===== src/rtl/fb_pkg.sv =====
// rtl/fb_pkg.sv - shared constants, pixel record and state encoding for the framebuffer writer
package fb_pkg;

  localparam int SCREEN_W  = 160;
  localparam int SCREEN_H  = 120;
  localparam int FB_WORDS  = SCREEN_W * SCREEN_H;
  localparam int COLOUR_W  = 9;
  localparam int FB_ADDR_W = 15;
  localparam int X_W       = 8;
  localparam int Y_W       = 7;

  typedef struct packed {
    logic [X_W-1:0]      x;
    logic [Y_W-1:0]      y;
    logic [COLOUR_W-1:0] colour;
  } pixel_t;

  typedef enum logic [1:0] {
    IDLE  = 2'd0,
    DRAIN = 2'd1,
    CLEAR = 2'd2
  } fb_state_t;

  // 160 = 128 + 32, so the default geometry needs only two shifts and adds.
  function automatic logic [FB_ADDR_W-1:0] pix_addr(input logic [X_W-1:0] x,
                                                    input logic [Y_W-1:0] y,
                                                    input int             width);
    logic [FB_ADDR_W-1:0] xa;
    logic [FB_ADDR_W-1:0] ya;
    xa = FB_ADDR_W'(x);
    ya = FB_ADDR_W'(y);
    if (width == 160) begin
      return (ya << 7) + (ya << 5) + xa;
    end
    return FB_ADDR_W'(int'(y) * width + int'(x));
  endfunction

endpackage


===== src/rtl/pixel_fifo.sv =====
// rtl/pixel_fifo.sv - power-of-two pixel queue with registered occupancy count
module pixel_fifo
  import fb_pkg::*;
#(
  parameter int DEPTH = 4
) (
  input  logic   clk,
  input  logic   resetn,
  input  logic   push,
  input  pixel_t push_data,
  input  logic   pop,
  output pixel_t pop_data,
  output logic   full,
  output logic   empty
);

  localparam int PTR_W = (DEPTH > 1) ? $clog2(DEPTH) : 1;

  pixel_t             mem [DEPTH];
  logic [PTR_W-1:0]   wr_ptr;
  logic [PTR_W-1:0]   rd_ptr;
  logic [PTR_W:0]     count_q;
  logic               do_push;
  logic               do_pop;

  assign full     = (count_q == (PTR_W + 1)'(DEPTH));
  assign empty    = (count_q == '0);
  assign do_push  = push && !full;
  assign do_pop   = pop && !empty;
  assign pop_data = mem[rd_ptr];

  always_ff @(posedge clk) begin
    if (do_push) begin
      mem[wr_ptr] <= push_data;
    end
  end

  // Pointers wrap naturally because DEPTH is a power of two.
  always_ff @(posedge clk or negedge resetn) begin
    if (!resetn) begin
      wr_ptr  <= '0;
      rd_ptr  <= '0;
      count_q <= '0;
    end else begin
      if (do_push) wr_ptr <= wr_ptr + 1'b1;
      if (do_pop)  rd_ptr <= rd_ptr + 1'b1;
      case ({do_push, do_pop})
        2'b10:   count_q <= count_q + 1'b1;
        2'b01:   count_q <= count_q - 1'b1;
        default: count_q <= count_q;
      endcase
    end
  end

endmodule


===== src/rtl/pixel_fb_writer.sv =====
// rtl/pixel_fb_writer.sv - buffers pixels, writes them to the framebuffer, and runs full-screen clears
module pixel_fb_writer #(
  parameter int FIFO_DEPTH = 4,
  parameter int SCREEN_W   = fb_pkg::SCREEN_W,
  parameter int SCREEN_H   = fb_pkg::SCREEN_H
) (
  input  logic        clk,
  input  logic        resetn,
  input  logic        pix_valid,
  output logic        pix_ready,
  input  logic [7:0]  pix_x,
  input  logic [6:0]  pix_y,
  input  logic [8:0]  pix_colour,
  input  logic        clear_req,
  input  logic [8:0]  clear_colour,
  output logic        busy,
  output logic [14:0] fb_addr,
  output logic [8:0]  fb_data,
  output logic        fb_wren,
  output logic [7:0]  drop_count
);

  import fb_pkg::pixel_t;
  import fb_pkg::fb_state_t;
  import fb_pkg::IDLE;
  import fb_pkg::DRAIN;
  import fb_pkg::CLEAR;
  import fb_pkg::FB_ADDR_W;
  import fb_pkg::COLOUR_W;
  import fb_pkg::pix_addr;

  localparam logic [FB_ADDR_W-1:0] LAST_ADDR = FB_ADDR_W'(SCREEN_W * SCREEN_H - 1);

  fb_state_t             state_q;
  fb_state_t             state_d;
  logic                  rdy_q;
  logic [FB_ADDR_W-1:0]  clear_addr_q;
  logic [COLOUR_W-1:0]   clear_colour_q;
  pixel_t                in_pix;
  pixel_t                head;
  logic                  accept;
  logic                  on_screen;
  logic                  push;
  logic                  pop;
  logic                  drop;
  logic                  fifo_full;
  logic                  fifo_empty;

  assign in_pix    = {pix_x, pix_y, pix_colour};
  assign on_screen = (int'(pix_x) < SCREEN_W) && (int'(pix_y) < SCREEN_H);
  // rdy_q keeps pix_ready low during reset and for the first edge after release.
  assign pix_ready = rdy_q && (state_q == IDLE) && !fifo_full;
  assign accept    = pix_valid && pix_ready;
  assign push      = accept && on_screen;
  assign drop      = accept && !on_screen;
  assign pop       = !fifo_empty && ((state_q == IDLE) || (state_q == DRAIN));
  assign busy      = (state_q != IDLE);

  pixel_fifo #(
    .DEPTH (FIFO_DEPTH)
  ) u_fifo (
    .clk       (clk),
    .resetn    (resetn),
    .push      (push),
    .push_data (in_pix),
    .pop       (pop),
    .pop_data  (head),
    .full      (fifo_full),
    .empty     (fifo_empty)
  );

  // Every pop lands in the write stage on the same edge, so an empty FIFO
  // means nothing is left outstanding before the clear sweep starts.
  always_comb begin
    state_d = state_q;
    case (state_q)
      IDLE:    if (clear_req) state_d = DRAIN;
      DRAIN:   if (fifo_empty) state_d = CLEAR;
      CLEAR:   if (clear_addr_q == LAST_ADDR) state_d = IDLE;
      default: state_d = IDLE;
    endcase
  end

  always_ff @(posedge clk or negedge resetn) begin
    if (!resetn) begin
      state_q        <= IDLE;
      rdy_q          <= 1'b0;
      clear_addr_q   <= '0;
      clear_colour_q <= '0;
    end else begin
      state_q <= state_d;
      rdy_q   <= 1'b1;
      if ((state_q == IDLE) && clear_req) begin
        clear_colour_q <= clear_colour;
      end
      if (state_q == CLEAR) begin
        clear_addr_q <= clear_addr_q + 1'b1;
      end else begin
        clear_addr_q <= '0;
      end
    end
  end

  always_ff @(posedge clk or negedge resetn) begin
    if (!resetn) begin
      fb_addr <= '0;
      fb_data <= '0;
      fb_wren <= 1'b0;
    end else if (pop) begin
      fb_addr <= pix_addr(head.x, head.y, SCREEN_W);
      fb_data <= head.colour;
      fb_wren <= 1'b1;
    end else if (state_q == CLEAR) begin
      fb_addr <= clear_addr_q;
      fb_data <= clear_colour_q;
      fb_wren <= 1'b1;
    end else begin
      fb_wren <= 1'b0;
    end
  end

  always_ff @(posedge clk or negedge resetn) begin
    if (!resetn) begin
      drop_count <= '0;
    end else if (drop && (drop_count != 8'hFF)) begin
      drop_count <= drop_count + 8'd1;
    end
  end

endmodule


===== config.mk =====
export PLATFORM = sky130hd
export DESIGN_NAME = pixel_fb_writer
export DESIGN_NICKNAME = d
export VERILOG_FILES = /design/src/rtl/fb_pkg.sv /design/src/rtl/pixel_fifo.sv /design/src/rtl/pixel_fb_writer.sv
export SDC_FILE = /design/constraint.sdc
export NUM_CORES = 1
export LEC_CHECK = 0
export ABC_AREA = 1
export CELL_PAD_IN_SITES_DETAIL_PLACEMENT = 1
export CELL_PAD_IN_SITES_GLOBAL_PLACEMENT = 2
export CORE_MARGIN = 4
export CORE_UTILIZATION = 44
export DETAILED_ROUTE_END_ITERATION = 6
export DONT_BUFFER_PORTS = 1
export PLACE_DENSITY_LB_ADDON = 0.1
export REMOVE_ABC_BUFFERS = 1
export SETUP_SLACK_MARGIN = 0.1
export SLEW_MARGIN = 20
export SYNTH_ARGS = -nofsm -noshare
export SYNTH_HDL_FRONTEND = slang
export SYNTH_HIERARCHICAL = 1
export SYNTH_SLANG_ARGS = --single-unit

===== constraint.sdc =====
create_clock -name clk -period 7.3 [get_ports clk]
set_clock_uncertainty 0.2 [all_clocks]
set_input_delay 0.73 -clock clk [delete_from_list [all_inputs] [get_ports clk]]
set_output_delay 0.73 -clock clk [all_outputs]
set_load 0.02 [all_outputs]

### After elaboration in Yosys (flattened, before gate mapping)

Memory sizes are Yosys's and may differ from the RTL's.
Cells that the tools add are included.

* memories kept: 1
* bits in registers: 67
* bits in writable memories: 96

Memories
* u_fifo.mem: words 4, width 24, rd ports 1, clocked after memory_dff 0, write ports 1, line pixel_fifo.sv:19 `pixel_t mem [DEPTH];`

* mux-type cells: 16
* $lt $le $gt $ge: 2
* reductions and logical operators: 21
* multiply operators: 1
* $add $sub $neg: 9
* eq/ne operators: 10

Operator list (count)
* $mux 15: 4
* $add 15x8->15: 2
* $mux 9: 2
* $add 14x12->15: 1
* $add 15x1->15 const B: 1
* $eq 15x15->1 const B: 1
* $logic_and 1x1->1: 11
* $mul 7x3->10 const B: 1
* $add 8x1->8 const B: 1
* $lt 8x8->1 const B: 1
* $ne 8x8->1 const B: 1
* $lt 7x7->1 const B: 1
* $mux 2: 3
* $pmux 2 s3: 1
* $pmux 3 s2: 1
* $reduce_bool 2->1: 3
* $mux 1: 5
* $add 2x1->2 const B: 2
* $eq 2x1->1 const B: 2
* $eq 2x2->1 const B: 2
* $ne 2x2->1 const B: 2
* $add 3x1->3 const B: 1
* $eq 3x3->1 const B: 1
* $logic_not 1->1: 3
* 6 further kinds: 6

### Depth between registers and ports, before layout

Gate-level depths: netlist of the first run.

* depth in word-level cells: 8
* depth in mapped cells: 17

### By module

The synthesis of the first run kept the hierarchy.

By module, submodules not included
* pixel_fifo: area an instance 4374.2 um^2, instances 1, sequential area each 3057.9 um^2, cells each 341
* pixel_fb_writer: area an instance 3333.2 um^2, instances 1, sequential area each 1501.4 um^2, cells each 413

### Worst setup path before layout of the first run

OpenSTA, ideal clock, no wires.

* path type: input-to-reg
* from: input pix_x[6]
* to: memory u_fifo/mem[0][0] (netlist bit), enable pin
* data required time: 6.695 ns
* stages: 5
* data arrival time: 2.341 ns
* buffers on the path: 0
* setup slack: 4.355 ns
* setup time: 0.405 ns
* cell sequence: o21ai_0 o21ai_0 nor2_1 nand2_1 nor2_1

* cells in the longest elaborated chain, start to end: 6

Ends and longest elaborated chain
* start: declaration: line pixel_fb_writer.sv:11 `input logic [7:0] pix_x,`
* $lt 8x8->1: line pixel_fb_writer.sv:50 `assign on_screen = (int'(pix_x) < SCREEN_W) && (int'(pix_y) < SCREEN_H);`
* $logic_and 1x1->1: line pixel_fb_writer.sv:50
* $logic_and 1x1->1: line pixel_fb_writer.sv:54 `assign push = accept && on_screen;`
* net push: line pixel_fb_writer.sv:43 `logic push;`
* $logic_and 1x1->1: line pixel_fifo.sv:28 `assign do_push = push && !full;`
* $mux 1: line pixel_fifo.sv:33 `if (do_push) begin`
* $mux 1 (not written as such): line pixel_fifo.sv:34 `mem[wr_ptr] <= push_data;`
* end: declaration: line pixel_fifo.sv:19

The timed path passes the listed nets, and every way through them passes these cells.

==> results of run 1 <==
state kept, by name (all words and copies together) (netlist names):
signal	cells
state_q	2
u_fifo/wr_ptr	2
clear_addr_q	15
fb_data	9
clear_colour_q	9
u_fifo/mem	96
drop_count	8
u_fifo/rd_ptr	2
fb_addr	15
fb_wren	1
rdy_q	1
u_fifo/count_q	3
synthesized netlist by cell type, drive strengths merged:
master	count
o211ai	56
nor3b	1
o22ai	5
o21ai	21
ha	20
o21bai	1
buf	21
o31ai	2
xnor2	3
nand3	42
clkbuf	3
nand2	201
or2	1
nand3b	1
and2	1
edfxtp	96
nor3	7
fa	3
a21oi	25
inv	119
dfrtp	67
nand4	6
xor2	5
nor2	46
conb	1
stage by stage:
stage | instances | utilization, %
final | 992 | 49.4
after detailed placement | 958 | 45.8
after global placement | 958 | 45.8
after global routing | 992 | 49.4
after floorplan | 730 | -
after CTS | 992 | 49.4
power by group:
part	switching (mW)	internal, mW	leakage [nW]
logic	0.00997	0.00229	1.83
registers	0.000118	0.978	1.66
clock network	0.380	0.511	0.282
total	0.390	1.49	3.77
worst max-delay path: stages (launching register included):
cell and delay [ns]:
sky130_fd_sc_hd__dfrtp_1 0.39, sky130_fd_sc_hd__clkinv_2 0.72, sky130_fd_sc_hd__buf_4 0.57, sky130_fd_sc_hd__nand2_1 0.12, sky130_fd_sc_hd__o211ai_2 0.07, sky130_fd_sc_hd__nand2_1 0.17, sky130_fd_sc_hd__inv_1 0.09, sky130_fd_sc_hd__fa_1 0.54
sky130_fd_sc_hd__inv_1 0.07, sky130_fd_sc_hd__fa_1 0.45, sky130_fd_sc_hd__nand2_1 0.09, sky130_fd_sc_hd__nand3_1 0.11, sky130_fd_sc_hd__nand3_1 0.12, sky130_fd_sc_hd__nand3_1 0.09, sky130_fd_sc_hd__nand3_1 0.09, sky130_fd_sc_hd__nand3_1 0.07
what timing repair did:
item	4_1_cts	5_1_grt
endpoints found under the hold margin	67	0
endpoints found under the setup margin	0	0
hold buffers	2	0
routing by layer:
layer	vias up	share of wire, %
li1	2497	-
met5	-	0
met4	0	1.7
met3	24	3.5
met2	74	51
met1	2640	44
kinds of logic after synthesis:
group	Yosys count	synth area share (%)
buffers and inverters	143	7.81
AO/OA/AOI/OAI	110	10.7
other	1	0.0487
adder cells (fa/ha/maj)	23	4.03
XOR/XNOR	8	0.909
flip-flops	163	59.2
AND/OR/NAND/NOR	306	17.4
cell usage in the layout (no fill, tap or decap), types with 4 or more instances in the layout:
cell                        netlist  final
sky130_fd_sc_hd__nor3_1           6      6
sky130_fd_sc_hd__nor2_1          39     34
sky130_fd_sc_hd__clkbuf_16        0     17
sky130_fd_sc_hd__edfxtp_1        96     96
sky130_fd_sc_hd__xor2_1           5      5
sky130_fd_sc_hd__nand2_1        199    199
sky130_fd_sc_hd__nor2_4           3      8
sky130_fd_sc_hd__inv_6            0      4
sky130_fd_sc_hd__ha_1            20     20
sky130_fd_sc_hd__nand4_1          5      5
sky130_fd_sc_hd__nand3_1         38     38
sky130_fd_sc_hd__o21ai_0         20     20
sky130_fd_sc_hd__o22ai_1          5      5
sky130_fd_sc_hd__inv_1          110    110
sky130_fd_sc_hd__a21oi_1         25     25
sky130_fd_sc_hd__o211ai_1        33     33
sky130_fd_sc_hd__o211ai_2        23     23
sky130_fd_sc_hd__dfrtp_1         67     67
sky130_fd_sc_hd__inv_2            8      7
sky130_fd_sc_hd__nand3_2          4      4
layout make-up:
type	count	area share, %
clock buffers	19	5.08
clock inverters	13	1.75
inverters	119	5.29
multi-input cells	448	30.3
flip-flops and latches	163	53.5
well taps	225	3.31
repair buffers	5	0.705
path summary, 6_finish.rpt:
| check | endpoint | slack, ns |
|---|---|---|
| min in group asynchronous | fb_addr[8] | 0.64 |
| min | u_fifo/mem[0][5] | 0.20 |
| min reg2reg | clear_addr_q[0] | 0.31 |
| max | fb_addr[12] | 3.16 |
| max in group asynchronous | fb_addr[1] | 5.93 |
| max reg2reg | fb_addr[12] | 3.16 |
==> qor.txt, run 1 <==
Outcome - finished clean
Worst setup slack before clock tree synthesis - 3.16 ns
Multi-input gate area - 0.00258 sq mm
Number of nets in the layout - 814
Number of sinks driven by the clock tree - 163
DP Area - 0.00789 sq mm
Violation count after the first detailed-routing iteration - 283
Initial core utilization - 44.7%
Layout Cell Area excl Fill - 0.00852 sq mm
Startpoint of the lowest-slack register-to-register path - u_fifo/rd_ptr[0]
Post-CTS setup-driven buffer insertion count - 0
Total area of sequential cells - 0.00456 sq mm
TritonCTS buffer count - 17
Largest fanout on the critical path - 64
Total power consumption of the routed design - 1.88 mW
Cell area after synthesis - 0.00771 sq mm
Share of the clock period used by the worst path - 56.7%
IO Pins - 72
Sum of routed wire length over all layers - 19100 microns
Share of synthesized area occupied by flip-flops and latches - 59.2%
Global-route congestion overflow total - 0
Worst Path Class, Setup - reg2reg
DP HPWL - 12800 microns
Transition time of the tightest slew-check pin - 0.953 ns
Warning count from the yosys run - 6
Vias in the first global route - 5812
Origin of the worst min-delay path - pix_colour[5]
Cells resized by post-CTS repair - 0
Via/cell ratio - 5.28
Min-delay worst type - in2reg
Largest buffer count on any clock path - 2
Number of register bits inferred by synthesis - 163
Average size of a mapped cell - 10.2 sq um
Post-detailed-route count of antenna-violating nets - 0
Layer with the highest usage - met2
Number of I/O port buffers - 0
Final estimated routing congestion in global placement - 0.811
Setup-violating endpoint count in the final report - 0
Routing usage on met2 - 35.3%
Number of detailed-routing iterations run before antenna repair - 4
Antenna violations before repair - 0
Instance count along the most critical hold path - 0
Shortest clock period the worst path allows after layout - 4.14 ns
Maximum level of the CTS H-tree - 4
Global routing usage summed across all routing layers - 20.5%
Area of the die - 0.0197 sq mm
CTS tree - yes
Routed length per instance - 19.2 microns
Area of the core - 0.0172 sq mm
Total via count after detailed routing - 5235
Share of the synthesized area in the top cell type - 37.4%
Element type at the critical path start - flip-flop
Fmax - 242 MHz
Startpoint of the worst setup timing path - u_fifo/rd_ptr[0]
Overall die height - 140 microns
Grt met1 use - 26.2%
RSZ-0062 raised after global routing - no
Post-Route Setup TNS - 0 ns
Synthesized netlist cell count - 754
Distinct cells, synth - 39
DIE WIDTH - 140 microns
Critical Path RT - 7.40 ns
Floorplan row count - 48
Cell type with the highest aggregate area in the netlist - sky130_fd_sc_hd__edfxtp_1
Max rail drop VDD - 0.171 mV
Worst hold slack after final layout - 0.199 ns
Number of fill cells - 1901
Met3 layer usage reported by global route - 4.27%
Post-detailed-route DRC marker count - 0
Synth area leaders - sky130_fd_sc_hd__edfxtp_1, sky130_fd_sc_hd__dfrtp_1, sky130_fd_sc_hd__nand2_1
Share of layout cells above drive strength 1 - 11.3%
Antenna diode instance count - 0
Final Hold Viols - 0
Later-pin clock latency in the skew report - 0.42 ns
Clock-pin slew of the registers on the worst-case setup and hold paths - 0.07 ns
Synth-to-Final Area Change - 10.5%
Static leakage power - 3.77 nW
Pins Over Slew Limit - 0
Worst Setup Slack, final - 3.16 ns
Kind of end point of the critical path - flip-flop
Max-slew headroom at the worst pin - 36.5%
Max-cap viol count - 0
Global-route wire length before repair - 31500 microns
R2r worst-path depth - 15
CP arrival - 4.24 ns
Largest net degree at the start of global routing - 68
Power per cell area - 221 mW/mm^2
Buffer cell driving the clock tree root - sky130_fd_sc_hd__clkbuf_16
Note: power is estimated with default switching activity, not from simulation.
==> run 2: changes to the inputs <==
--- a/config.mk
+++ b/config.mk
@@ -9,7 +9,7 @@
 export CELL_PAD_IN_SITES_DETAIL_PLACEMENT = 1
 export CELL_PAD_IN_SITES_GLOBAL_PLACEMENT = 2
 export CORE_MARGIN = 4
-export CORE_UTILIZATION = 44
+export CORE_UTILIZATION = 41
 export DETAILED_ROUTE_END_ITERATION = 6
 export DONT_BUFFER_PORTS = 1
 export PLACE_DENSITY_LB_ADDON = 0.1
==> constraint.sdc (replaced) <==
create_clock -name clk -period 3.85 [get_ports clk]
set_clock_uncertainty 0.2 [all_clocks]
set_input_delay 0.385 -clock clk [delete_from_list [all_inputs] [get_ports clk]]
set_output_delay 0.385 -clock clk [all_outputs]
set_load 0.02 [all_outputs]
==> qor.txt, run 2 (same netlist as run 1, synthesis figures left out) <==
Post-Route Setup TNS - 0 ns
Synth-to-Final Area Change - 15.5%
Largest net degree at the start of global routing - 68
Terminating pin of the worst hold path - drop_count[0]
Critical Path RT - 3.97 ns
Cells resized by post-CTS repair - 0
Initial core utilization - 42.3%
Largest buffer count on any clock path - 2
Sw Pwr - 818 uW
Routed length per instance - 18.8 microns
Internal Pwr Total - 2.76 mW
Number of flip-flops under the largest register name - 96
Global routing usage summed across all routing layers - 19.2%
Element type at the critical path start - flip-flop
Commonest cells after routing, fill and taps aside - sky130_fd_sc_hd__nand2_1, sky130_fd_sc_hd__inv_1, sky130_fd_sc_hd__edfxtp_1
Final estimated routing congestion in global placement - 0.788
Worst Path Class, Setup - reg2reg
Largest fanout on the critical path - 33
Share of layout cells above drive strength 1 - 12.5%
Slack of the worst reg-to-reg path - 0.54 ns
Most used cell, CP - sky130_fd_sc_hd__nand2_1
Origin of the worst min-delay path - pix_valid
Post-detailed-route DRC marker count - 0
Clock-pin slew of the registers on the worst-case setup and hold paths - 0.07 ns
Number of detailed-routing iterations run before antenna repair - 7
Final Hold Viols - 0
Fmax - 302 MHz
Outcome - finished clean
Worst Setup Slack, final - 0.536 ns
Post-detailed-route count of antenna-violating nets - 0
Overall die height - 145 microns
DIE WIDTH - 145 microns
Max-cap viol count - 0
Instance count along the most critical hold path - 4
Setup-violating endpoint count in the final report - 0
DP HPWL - 13600 microns
Antenna violations before repair - 0
Share of the clock period used by the worst path - 86.1%
Pins Over Slew Limit - 0
Number of nets in the layout - 858
Later-pin clock latency in the skew report - 0.43 ns
Crit path largest cell delay - 0.44 ns
Antenna diode instance count - 0
Global-route congestion overflow total - 0
Kind of end point of the critical path - flip-flop
Flop pwr share - 51.8%
Startpoint of the lowest-slack register-to-register path - u_fifo/rd_ptr[0]
Min-delay worst type - in2reg
Sum of routed wire length over all layers - 19600 microns
Buffer cell driving the clock tree root - sky130_fd_sc_hd__clkbuf_16
R2r worst-path depth - 14
Power per cell area - 402 mW/mm^2
Violation count after the first detailed-routing iteration - 209
Registers with the most flip-flops - u_fifo/mem (96), clear_addr_q (15), fb_addr (15)
Number of fill cells - 1983
Number of I/O port buffers - 0
Max-slew headroom at the worst pin - 47.4%
CP arrival - 3.43 ns
Via/cell ratio - 5.17
Area of the core - 0.0182 sq mm
Number of sinks driven by the clock tree - 163
Most common cell after layout, fill and taps aside - sky130_fd_sc_hd__nand2_1
Static leakage power - 3.96 nW
Vias in the first global route - 5838
Register name with the most flops - u_fifo/mem
Portion of total power attributed to the clock network - 46.5%
IO Pins - 72
Combinational share of power - 1.7%
Critical path, cell by cell - inv_2 -> buf_4 -> o211ai_1 -> nand2_1 -> ha_1 -> ha_1 -> fa_1 -> nand2_1 -> nand3_1 -> nand2_1 -> or2_2 -> nand3_1 -> nand2_1 -> nand2_1
Total power consumption of the routed design - 3.58 mW
Fraction of the core area covered by cells at the end of the flow - 48.9%
Total via count after detailed routing - 5372
Worst path slowest cell - sky130_fd_sc_hd__buf_4
Transition time of the tightest slew-check pin - 0.780 ns
Max rail drop VDD - 0.315 mV
Maximum level of the CTS H-tree - 4
CTS tree - yes
Endpoint of the worst register-to-register path - fb_addr[10]
Shortest clock period the worst path allows after layout - 3.31 ns
Worst setup slack before clock tree synthesis - 0.480 ns
Global-route wire length before repair - 31800 microns
RSZ-0062 raised after global routing - no
Floorplan row count - 49
TritonCTS buffer count - 17
Sw Ratio - 22.9%
Area of the die - 0.0211 sq mm
[run 2: power groups by stage]
stage	Clock, mW	Sequential [mW]	Combinational [mW]
finish	1.66	1.85	0.0619
global route	1.78	1.85	0.0692
CTS	1.69	1.85	0.0632
detailed placement	0	1.89	0.00431
global placement	0	1.89	0.00420
floorplan	0	1.89	0.00249
[run 2: timing repair]
item,4_1_cts,5_1_grt
setup buffers,0,0
hold buffers,35,0
endpoints found under the hold margin,172,0
[run 2: area by class of cell]
cell class / instances / area, sq um / area share [%]
Tap cell: 229 / 287 / 3.22
Multi-Input combinational cell: 448 / 2560 / 28.7
Sequential cell: 163 / 4560 / 51.2
Clock inverter: 14 / 136 / 1.53
Clock buffer: 18 / 439 / 4.93
Inverter: 119 / 449 / 5.05
Timing Repair Buffer: 49 / 473 / 5.31
[run 2: critical path: cells and delay by family, from the launching register on]
family | cells | cell delay (ns)
adders and majority gates | 3 | 0.91
and+or+nand+nor | 8 | 0.73
buffers and inverters | 2 | 0.83
DFF | 1 | 0.41
AOI/OAI and AO/OA | 1 | 0.13
[run 2: worst max path at each step]
stage / startpoint / to / slack (ns) / cells past startpoint
2_1_floorplan: u_fifo/rd_ptr[0] / fb_addr[10] / 0.36 / 14
3_3_place_gp: u_fifo/rd_ptr[0] / fb_addr[10] / 0.60 / 14
3_5_place_dp: u_fifo/rd_ptr[0] / fb_addr[10] / 0.48 / 14
4_1_cts: u_fifo/rd_ptr[0] / fb_addr[10] / 0.47 / 14
5_1_grt: u_fifo/rd_ptr[0] / fb_addr[10] / 0.23 / 14
6_report: u_fifo/rd_ptr[0] / fb_addr[10] / 0.54 / 14
[run 2: per-stage QoR]
stage	hold slack, ns	instance area (sq um)	std cells
3_5_place_dp	-0.109	7960	973
4_1_cts	0.0397	8900	1040
3_3_place_gp	-0.108	7960	973
6_report	0.0616	8900	1040
2_1_floorplan	-0.111	7550	730
5_1_grt	0.0628	8900	1040
[run 2: layer usage]
metal / up-vias / track usage, % / part of all wire [%]
met2: 96 / 33.3 / 50
met3: 21 / 4.27 / 4.6
met4: 0 / 5.70 / 1.5
li1: 2590 / - / -
met5: - / 0 / 0
met1: 2665 / 24.2 / 44
==> run 3: changes to the inputs <==
--- a/config.mk
+++ b/config.mk
@@ -12,6 +12,7 @@
 export CORE_UTILIZATION = 41
 export DETAILED_ROUTE_END_ITERATION = 6
 export DONT_BUFFER_PORTS = 1
+export MAX_ROUTING_LAYER = met4
 export PLACE_DENSITY_LB_ADDON = 0.1
 export REMOVE_ABC_BUFFERS = 1
 export SETUP_SLACK_MARGIN = 0.1
==> qor.txt, run 3 (same netlist as run 1, synthesis figures left out) <==
Number of nets in the layout - 858
Worst Setup Slack, final - 0.536 ns
Startpoint of the worst setup timing path - u_fifo/rd_ptr[0]
Number of detailed-routing iterations run before antenna repair - 4
Crit path largest cell delay - 0.44 ns
Static leakage power - 3.96 nW
CP arrival - 3.43 ns
Critical path, cell by cell - inv_2 -> buf_4 -> o211ai_1 -> nand2_1 -> ha_1 -> ha_1 -> fa_1 -> nand2_1 -> nand3_1 -> nand2_1 -> or2_2 -> nand3_1 -> nand2_1 -> nand2_1
Overall die height - 145 microns
Origin of the worst min-delay path - pix_valid
Largest buffer count on any clock path - 2
IO Pins - 72
Total via count after detailed routing - 5352
Cells resized by post-CTS repair - 0
Antenna diode instance count - 0
Element type at the critical path start - flip-flop
Vias in the first global route - 5835
TritonCTS buffer count - 17
Number of flip-flops under the largest register name - 96
Buffer cell driving the clock tree root - sky130_fd_sc_hd__clkbuf_16
Number of fill cells - 1983
Fmax - 302 MHz
Post-Route Setup TNS - 0 ns
DP HPWL - 13600 microns
Startpoint of the lowest-slack register-to-register path - u_fifo/rd_ptr[0]
Max-cap viol count - 0
Area of the core - 0.0182 sq mm
Floorplan row count - 49
Antenna violations before repair - 0
Post-detailed-route count of antenna-violating nets - 0
Most common cell after layout, fill and taps aside - sky130_fd_sc_hd__nand2_1
Shortest clock period the worst path allows after layout - 3.31 ns
Area of the die - 0.0211 sq mm
Largest net degree at the start of global routing - 68
RSZ-0062 raised after global routing - no
CTS tree - yes
Kind of end point of the critical path - flip-flop
Worst setup slack before clock tree synthesis - 0.480 ns
Min-delay worst type - in2reg
Global routing usage summed across all routing layers - 19.8%
Worst Path Class, Setup - reg2reg
Registers with the most flip-flops - u_fifo/mem (96), clear_addr_q (15), fb_addr (15)
Global-route wire length before repair - 31800 microns
Power per cell area - 401 mW/mm^2
Global-route congestion overflow total - 0
Setup-violating endpoint count in the final report - 0
Share of layout cells above drive strength 1 - 12.5%
Synth-to-Final Area Change - 15.5%
Transition time of the tightest slew-check pin - 0.775 ns
Sum of routed wire length over all layers - 19600 microns
Via/cell ratio - 5.15
Register name with the most flops - u_fifo/mem
Final Hold Viols - 0
Max rail drop VDD - 0.318 mV
Largest fanout on the critical path - 33
Number of I/O port buffers - 0
Maximum level of the CTS H-tree - 4
DIE WIDTH - 145 microns
Final estimated routing congestion in global placement - 0.799
Share of the clock period used by the worst path - 86.1%
Max-slew headroom at the worst pin - 47.8%
Initial core utilization - 42.3%
Pins Over Slew Limit - 0
Violation count after the first detailed-routing iteration - 261
Routed length per instance - 18.9 microns
Post-detailed-route DRC marker count - 0
Later-pin clock latency in the skew report - 0.43 ns
Worst path slowest cell - sky130_fd_sc_hd__buf_4
Most used cell, CP - sky130_fd_sc_hd__nand2_1
Commonest cells after routing, fill and taps aside - sky130_fd_sc_hd__nand2_1, sky130_fd_sc_hd__inv_1, sky130_fd_sc_hd__edfxtp_1
Critical Path RT - 3.97 ns
Number of sinks driven by the clock tree - 163
Clock-pin slew of the registers on the worst-case setup and hold paths - 0.07 ns
Outcome - finished clean
run 3: timing repair:
action / CTS / global route
endpoints found under the hold margin: 172 / 0
setup buffers: 0 / 0
endpoints found under the setup margin: 0 / 0
hold buffers: 35 / 0
run 3: path summary, 6_finish.rpt:
check / endpoint / slack (ns) / cells after the start
hold / removal: drop_count[0] / 0.06 / 4
min in group asynchronous: clear_colour_q[6] / 0.31 / 2
setup reg to reg: fb_addr[10] / 0.54 / 14
setup / recovery: fb_addr[10] / 0.54 / 14
max in group asynchronous: fb_addr[12] / 2.85 / 2
hold reg to reg: clear_addr_q[0] / 0.29 / 1
run 3: where the power goes:
| group | internal, mW | switching, mW | total, mW |
|---|---|---|---|
| logic | 0.0271 | 0.0349 | 0.0619 |
| registers | 1.85 | 0.000210 | 1.85 |
| clock network | 0.878 | 0.777 | 1.66 |
| total | 2.76 | 0.812 | 3.57 |
run 3: per-layer routing:
layer | track usage (%) | share of wire [%] | up-vias
met5 | - | 0 | -
met4 | 5.70 | 1.4 | 0
met3 | 3.93 | 3.4 | 20
met2 | 33.4 | 50 | 77
met1 | 24.4 | 45 | 2662
li1 | - | - | 2593
run 3: metrics by stage:
stage               util (%)  hold WS (ns)  instance area (sq um)  instances  power (mW)
global route            48.9        0.0631                   8900       1040        3.70
floorplan                  -        -0.111                   7550        730        1.89
detailed placement      43.7        -0.109                   7960        973        1.89
finish                  48.9        0.0591                   8900       1040        3.57
CTS                     48.9        0.0397                   8900       1040        3.61
global placement        43.7        -0.108                   7960        973        1.89
run 3: area by class of cell:
type	count	area (sq um)	share of cell area, %
inverters	119	449	5.05
repair buffers	49	473	5.31
flip-flops and latches	163	4560	51.2
multi-input cells	448	2560	28.7
clock inverters	14	136	1.53
clock buffers	18	439	4.93
well taps	229	287	3.22
run 3: worst max-delay path: cells and delay by family (launching register included):
kind                       cells  cell delay [ns]
AOI/OAI and AO/OA              1             0.13
adders and majority gates      3             0.91
buffers and inverters          2             0.82
and+or+nand+nor                8             0.73
DFF                            1             0.40
